[config.mk]
export PLATFORM = sky130hd
export DESIGN_NAME = serial_adder
export DESIGN_NICKNAME = d
export VERILOG_FILES = /design/src/rtl/serial_adder.sv
export SDC_FILE = /design/constraint.sdc
export NUM_CORES = 1
export LEC_CHECK = 0
export CAP_MARGIN = 20
export CORE_MARGIN = 5
export CORE_UTILIZATION = 47
export DETAILED_ROUTE_END_ITERATION = 10
export GPL_TIMING_DRIVEN = 0
export PLACE_DENSITY_LB_ADDON = 0.15
export SYNTH_ARGS = -nofsm -noshare
export SYNTH_HDL_FRONTEND = slang
export SYNTH_SLANG_ARGS = --single-unit
[constraint.sdc]
create_clock -name clk -period 1.7 [get_ports clk]
set_clock_uncertainty 0.1 [all_clocks]
set_input_delay 0.17 -clock clk [delete_from_list [all_inputs] [get_ports clk]]
set_output_delay 0.17 -clock clk [all_outputs]
set_load 0.02 [all_outputs]
[src/rtl/serial_adder.sv]
// Bit-serial LSB-first adder: one full-adder cell, a registered carry and
// shift registers for the operands and the partial sum; one bit per clock.

module half_adder (
  input  logic a_i,
  input  logic b_i,
  output logic s_o,
  output logic c_o
);
  assign s_o = a_i ^ b_i;
  assign c_o = a_i & b_i;
endmodule

module or_gate (
  input  logic a_i,
  input  logic b_i,
  output logic y_o
);
  assign y_o = a_i | b_i;
endmodule

module full_adder (
  input  logic a_i,
  input  logic b_i,
  input  logic c_i,
  output logic s_o,
  output logic c_o
);
  logic s0, c0, c1;

  half_adder u_ha0 (.a_i(a_i), .b_i(b_i), .s_o(s0),  .c_o(c0));
  half_adder u_ha1 (.a_i(s0),  .b_i(c_i), .s_o(s_o), .c_o(c1));
  or_gate    u_or  (.a_i(c0),  .b_i(c1),  .y_o(c_o));
endmodule

module serial_adder #(
  parameter int WIDTH = 8
) (
  input  logic             clk,
  input  logic             rst_n,
  input  logic             start,
  input  logic [WIDTH-1:0] A,
  input  logic [WIDTH-1:0] B,
  input  logic             Cin,
  output logic [WIDTH-1:0] Sum,
  output logic             Cout,
  output logic             busy,
  output logic             done
);
  localparam int CW = (WIDTH > 1) ? $clog2(WIDTH) : 1;

  typedef enum logic [1:0] {IDLE, RUN, DONE} state_t;

  state_t           state_q, state_d;
  logic [WIDTH-1:0] a_q, a_d, b_q, b_d;
  logic [WIDTH-1:0] part_q, part_d, sum_q, sum_d;
  logic [WIDTH-1:0] part_shift;
  logic [CW-1:0]    cnt_q, cnt_d;
  logic             c_q, c_d, cout_q, cout_d;
  logic             s_bit, co_bit, last_bit, accept;

  full_adder u_fa (.a_i(a_q[0]), .b_i(b_q[0]), .c_i(c_q), .s_o(s_bit), .c_o(co_bit));

  // Sum bits enter at the MSB so after WIDTH shifts bit 0 sits at the LSB.
  generate
    if (WIDTH == 1) begin : g_w1
      assign part_shift = s_bit;
    end else begin : g_wn
      assign part_shift = {s_bit, part_q[WIDTH-1:1]};
    end
  endgenerate

  assign last_bit = (cnt_q == CW'(WIDTH - 1));
  assign accept   = start && (state_q != RUN);

  always_comb begin
    state_d = state_q;
    a_d     = a_q;
    b_d     = b_q;
    part_d  = part_q;
    sum_d   = sum_q;
    cnt_d   = cnt_q;
    c_d     = c_q;
    cout_d  = cout_q;
    busy    = 1'b0;
    done    = 1'b0;
    case (state_q)
      IDLE: state_d = IDLE;
      RUN: begin
        busy   = 1'b1;
        part_d = part_shift;
        a_d    = a_q >> 1;
        b_d    = b_q >> 1;
        c_d    = co_bit;
        cnt_d  = cnt_q + CW'(1);
        if (last_bit) begin
          sum_d   = part_shift;
          cout_d  = co_bit;
          state_d = DONE;
        end
      end
      DONE: begin
        done    = 1'b1;
        state_d = IDLE;
      end
      default: state_d = IDLE;
    endcase
    // DONE accepts a new start the same as IDLE, giving back-to-back runs.
    if (accept) begin
      a_d     = A;
      b_d     = B;
      c_d     = Cin;
      cnt_d   = '0;
      part_d  = '0;
      state_d = RUN;
    end
  end

  always_ff @(posedge clk or negedge rst_n) begin
    if (!rst_n) begin
      state_q <= IDLE;
      a_q     <= '0;
      b_q     <= '0;
      part_q  <= '0;
      sum_q   <= '0;
      cnt_q   <= '0;
      c_q     <= 1'b0;
      cout_q  <= 1'b0;
    end else begin
      state_q <= state_d;
      a_q     <= a_d;
      b_q     <= b_d;
      part_q  <= part_d;
      sum_q   <= sum_d;
      cnt_q   <= cnt_d;
      c_q     <= c_d;
      cout_q  <= cout_d;
    end
  end

  assign Sum  = sum_q;
  assign Cout = cout_q;
endmodule

## After elaboration in Yosys (flattened, before gate mapping)

Index checks and enable logic that the tools add are counted.

- Bits in registers: 39
- Output and inout port bits: 11
- Bits of input ports: 20
- Logic and storage cells: 37

- Bitwise logic cells: 5
- $add $sub $neg: 1
- Mux-type cells: 15
- Reductions and logical operators: 3
- Equal/unequal tests: 5

Operator list:

| cell | number |
|---|---|
| two-way mux 8 bit | 6 |
| two-way mux 2 bit | 3 |
| two-way mux 3 bit | 2 |
| two-way mux 1 bit | 4 |
| adder 3 x 1 -> 3 bit (second input constant) | 1 |
| equality test 3 bit (second input constant) | 1 |
| inequality test 3 bit (second input constant) | 1 |
| AND 1 bit | 2 |
| equality test 2 x 1 -> 1 bit (second input constant) | 1 |
| equality test 2 bit (second input constant) | 1 |
| inequality test 2 x 1 -> 1 bit (second input constant) | 1 |
| AND reduction 2 bit | 1 |
| nonzero test 2 bit | 1 |
| XOR 1 bit | 2 |
| logical AND 1 bit | 1 |
| bitwise OR 1 bit | 1 |

## Logic depth before layout (Yosys ltp)

Gate-level depths: netlist (run 1).

- Word-level depth: 5
- Mapped depth: 5
- Depth with buffers taken out: 4

## Cells and area by module

Synthesis (run 1) repeated with hierarchy kept, for this count alone.

- Cell total of the unflattened synthesis: 119
- Area total of the unflattened synthesis: 1804.2 um2

By module, submodules not included:

| module | instances | cells an instance | seq. area each (um2) | area each (um2) |
|---|---|---|---|---|
| serial_adder | 1 | 116 | 950.9 | 1773.0 |
| half_adder | 2 | 1 | 0.0 | 12.5 |
| or_gate | 1 | 1 | 0.0 | 6.3 |

## Worst setup path before layout (run 1)

No wires, ideal clock.

- Path type: reg2reg
- From: reg cnt_q[0]
- To: reg cout_q, in the netlist Cout
- Setup slack: 124 ps
- Required time: 1475 ps
- Buffers on the path: 1
- Clock period less this slack: 1576 ps
- Cell stages (with the launch flop): 6
- Data arrival time: 1351 ps
- Path through: dfrtp_1 ha_1 ha_1 nand3b_1 buf_2 mux2_2

- Longest elaborated chain between the ends: 2

Ends and longest elaborated chain:

| item | line | RTL |
|---|---|---|
| start: declaration | 58 | `logic [CW-1:0] cnt_q, cnt_d;` |
| start signal: assignment | 135 | `cnt_q <= cnt_d;` |
| equality test 3 bit | 73 | `assign last_bit = (cnt_q == CW'(WIDTH - 1));` |
| AND reduction 2 bit (no source line) | -- |  |
| end signal: assignment | 137 | `cout_q <= cout_d;` |
| end: declaration | 59 | `logic c_q, c_d, cout_q, cout_d;` |

Every way passes these cells.
A chain may end at the register's enable or synchronous reset.

## Final worst setup path (run 1)

- From: reg cnt_q[0]
- To: reg sum_q[3], in the netlist Sum[3]

- Longest elaborated chain between the ends: 2

Ends and longest elaborated chain:

| item | line | RTL |
|---|---|---|
| equality test 3 bit | 73 |  |
| AND reduction 2 bit (no source line) | -- |  |
| end signal: assignment | 134 | `sum_q <= sum_d;` |
| end: declaration | 56 | `logic [WIDTH-1:0] part_q, part_d, sum_q, sum_d;` |

Every way passes these cells.

==> flow_metrics.py, run 1 <==
metrics = {
    "worst_hold_path": {
        "whs_path_depth": 3,
        "hold_start": "start",
        "hold_end": "a_q[0]$_DFFE_PN0P_",
        "hold_class": "in -> reg",
    },
    "clock_tree": {
        "clock_latency_ns": 0.28,
        "cts-root-buf": "clkbuf_8",
        "clockBufferDepth": 2,
        "path_clk_slew_ns": 0.07,
        "htree_levels": 2,
        "cts_buffers": 5,
        "clkSinkCount": 38,
        "cts_tree": "done",
    },
    "critical_path": {
        "endpoint_kind": "flip-flop",
        "cp_num_cells": 5,
        "slowest_stage": "dfrtp_1",
        "crit_buf_inv": 1,
        "regToRegSetupSlack_ns": 0.06,
        "cp_max_fo": 5,
        "crit_arrival_ns": 1.71,
        "slowest_delay_ns": 0.40,
        "cp_top_family": "flip-flops",
        "reg2regPathDepth": 5,
        "r2r-start": "cnt_q[0]$_DFFE_PN0P_",
        "timing.rr.end": "Sum[3]$_DFFE_PN0P_",
        "critPathKind": "reg -> reg",
        "required_ns": 1.77,
        "path_cells": "ha_2, ha_2, nand3b_1, buf_6, mux2_2",
        "cp-start-kind": "flip-flop",
        "cp_common_cell": "ha_2",
    },
    "finish": {
        "nNetsFinal": 179,
        "final_common_cell": "dfrtp_1",
        "fillCellCount": 313,
        "antennaDiodeCount": 0,
        "mostFrequentLayoutCells": "38 x dfrtp_1, 34 x mux2_2, 26 x clkdlybuf4s50_1",
        "area_growth_pct": 25.5,
        "final_cells": 204,
        "drive_gt1_share_pct": 42.3,
    },
    "pwr": {
        "peakVddDrop_v": 0.000712,
        "leakage_uw": 0.00106,
        "powerDensity_mw_per_mm2": 1610,
    },
    "routing": {
        "wl_per_cell_um": 15.1,
        "drc": 0,
        "vias": 1016,
        "totalWireLength_mm": 3.09,
        "drtPass1Iterations": 2,
        "dr.first_iter.drc_count": 42,
        "avgViaCountPerCell": 4.98,
        "ant_nets": 0,
    },
    "sta": {
        "period_share_pct": 96.7,
        "max_freq_mhz": 608,
        "slew_headroom_pct": 44.1,
        "fin_setup_tns_ns": 0,
        "tightest_slew_ns": 0.838,
        "report.final.slew_viol_count": 0,
        "hold_viol": 0,
        "period_needed_ns": 1.64,
        "finalSetupViolCount": 0,
    },
    "global_routing": {
        "grt_start_max_net_pins": 39,
        "grt_use_total_pct": 13.6,
        "grt_pass1_vias": 1161,
        "grt_overflow": 0,
        "grt_antenna_before_repair": 0,
        "grt_pass1_wl_mm": 5.38,
    },
    "status": {
        "outcome": "finished clean",
    },
    "logic_synthesis": {
        "synthCells": 118,
        "synth_nets": 141,
        "syn_area_sq_mm": 0.00180,
        "synth.avg_cell_area_sq_um": 15.2,
        "ys_warn_count": 0,
        "yosysSeqAreaShare_pct": 52.9,
        "yosysUniqueCellTypes": 15,
        "yosys_register_bits": 38,
    },
    "place": {
        "io_buffers": 29,
        "gp_congestion": 0.742,
        "hpwl_mm": 2.16,
        "placedCellCount": 195,
    },
    "floorplanning": {
        "die_x_um": 71.9,
        "initial_core_util_pct": 48.7,
        "pin_count": 31,
        "die-area_sq_mm": 0.00516,
        "fp-row-count": 22,
        "die_y_um": 71.9,
        "coreArea_sq_mm": 0.00369,
    },
    "job": {
        "cap_violations": 0,
    },
}
[where the power goes]
group	switching, uW	total (uW)	internal [uW]	leakage (uW)
logic	596	1570	975	0.000537
clock network	284	566	282	0.0000383
registers	205	1480	1280	0.000486
[worst max path at each step]
stage | start | end
after global routing | cnt_q[0]$_DFFE_PN0P_ | Sum[5]$_DFFE_PN0P_
after floorplan | cnt_q[0]$_DFFE_PN0P_ | Cout$_DFFE_PN0P_
after CTS | state_q[0]$_DFFE_PN0P_ | done
after detailed placement | state_q[1]$_DFFE_PN0P_ | busy
after global placement | rst_n | a_q[7]$_DFFE_PN0P_
final | cnt_q[0]$_DFFE_PN0P_ | Sum[3]$_DFFE_PN0P_
[worst register-to-register path, delay by kind of cell, from the launching register on]
| kind | cells | cell delay (ns) |
|---|---|---|
| adders and majority gates | 2 | 0.36 |
| buffers and inverters | 1 | 0.16 |
| DFF | 1 | 0.40 |
| muxes | 1 | 0.34 |
| and+or+nand+nor | 1 | 0.17 |
[cell usage after synthesis, drive strengths merged]
cell type | instances | area [sq um]
inv | 3 | 11.3
nor2b | 10 | 62.6
ha | 2 | 25.0
nand2b | 2 | 12.5
mux2i | 4 | 40.0
nand3b | 1 | 7.51
nor2 | 2 | 7.51
buf | 7 | 67.6
dfrtp | 38 | 951
mux2 | 48 | 593
fa | 1 | 20.0
[what timing repair did]
action,in CTS,in global routing
setup endpoints to repair,10,11
setup buffers,0,0
gates resized for setup,7,8
gates cloned,0,1
endpoints found under the hold margin,38,0
hold buffers,1,0
[metrics by stage]
step	instance area (sq um)	setup slack (ns)	power [uW]	utilization, %	hold WS, ns
after CTS	2230	0.00341	3650	60.5	0.223
after global routing	2260	-0.0199	3880	61.2	0.230
after detailed placement	2140	-0.148	3060	58.1	0.225
after floorplan	1800	0.124	2580	-	-0.226
after global placement	2150	-0.497	2980	58.2	0.366
final	2260	0.0560	3620	61.2	0.233
[cell families (layout without fill, tap and decap cells)]
logic type | after synthesis | after routing | synth area share, %
and+or+nand+nor | 15 | 15 | 5.01
buffers and inverters | 10 | 48 | 4.38
adders and majority gates | 3 | 3 | 2.51
muxes | 52 | 52 | 35.2
DFF | 38 | 38 | 52.9
[area by class of cell]
type / count / area (sq um) / area share [%]
buffer: 7 / 77.6 / 3.44
clock buffer: 7 / 76.3 / 3.38
inverter: 3 / 11.3 / 0.499
multi-input combinational: 70 / 773 / 34.3
sequential: 38 / 951 / 42.2
tap: 48 / 60.1 / 2.66
timing repair buffer: 31 / 307 / 13.6
[registers in the layout, indices dropped and copies added, names as in the netlist]
| signal | flops |
|---|---|
| Cout | 1 |
| Sum | 8 |
| a_q | 8 |
| b_q | 8 |
| c_q | 1 |
| cnt_q | 3 |
| part_q | 7 |
| state_q | 2 |
[routing by layer]
metal | wire length, um | global-route usage, %
met5 | 0 | 0
met4 | 49 | 5.01
met3 | 145 | 5.19
met2 | 1530 | 21.4
met1 | 1370 | 16.9
Power figures use the tool's default switching activity.
==> run 2, diff against run 1 <==
--- a/config.mk
+++ b/config.mk
@@ -11,6 +11,7 @@
 export DETAILED_ROUTE_END_ITERATION = 10
 export GPL_TIMING_DRIVEN = 0
 export PLACE_DENSITY_LB_ADDON = 0.15
+export SLEW_MARGIN = 5
 export SYNTH_ARGS = -nofsm -noshare
 export SYNTH_HDL_FRONTEND = slang
 export SYNTH_SLANG_ARGS = --single-unit
==> results of run 2 <==
Same layout as run 1: the final DEF is identical, and so are final timing and power.
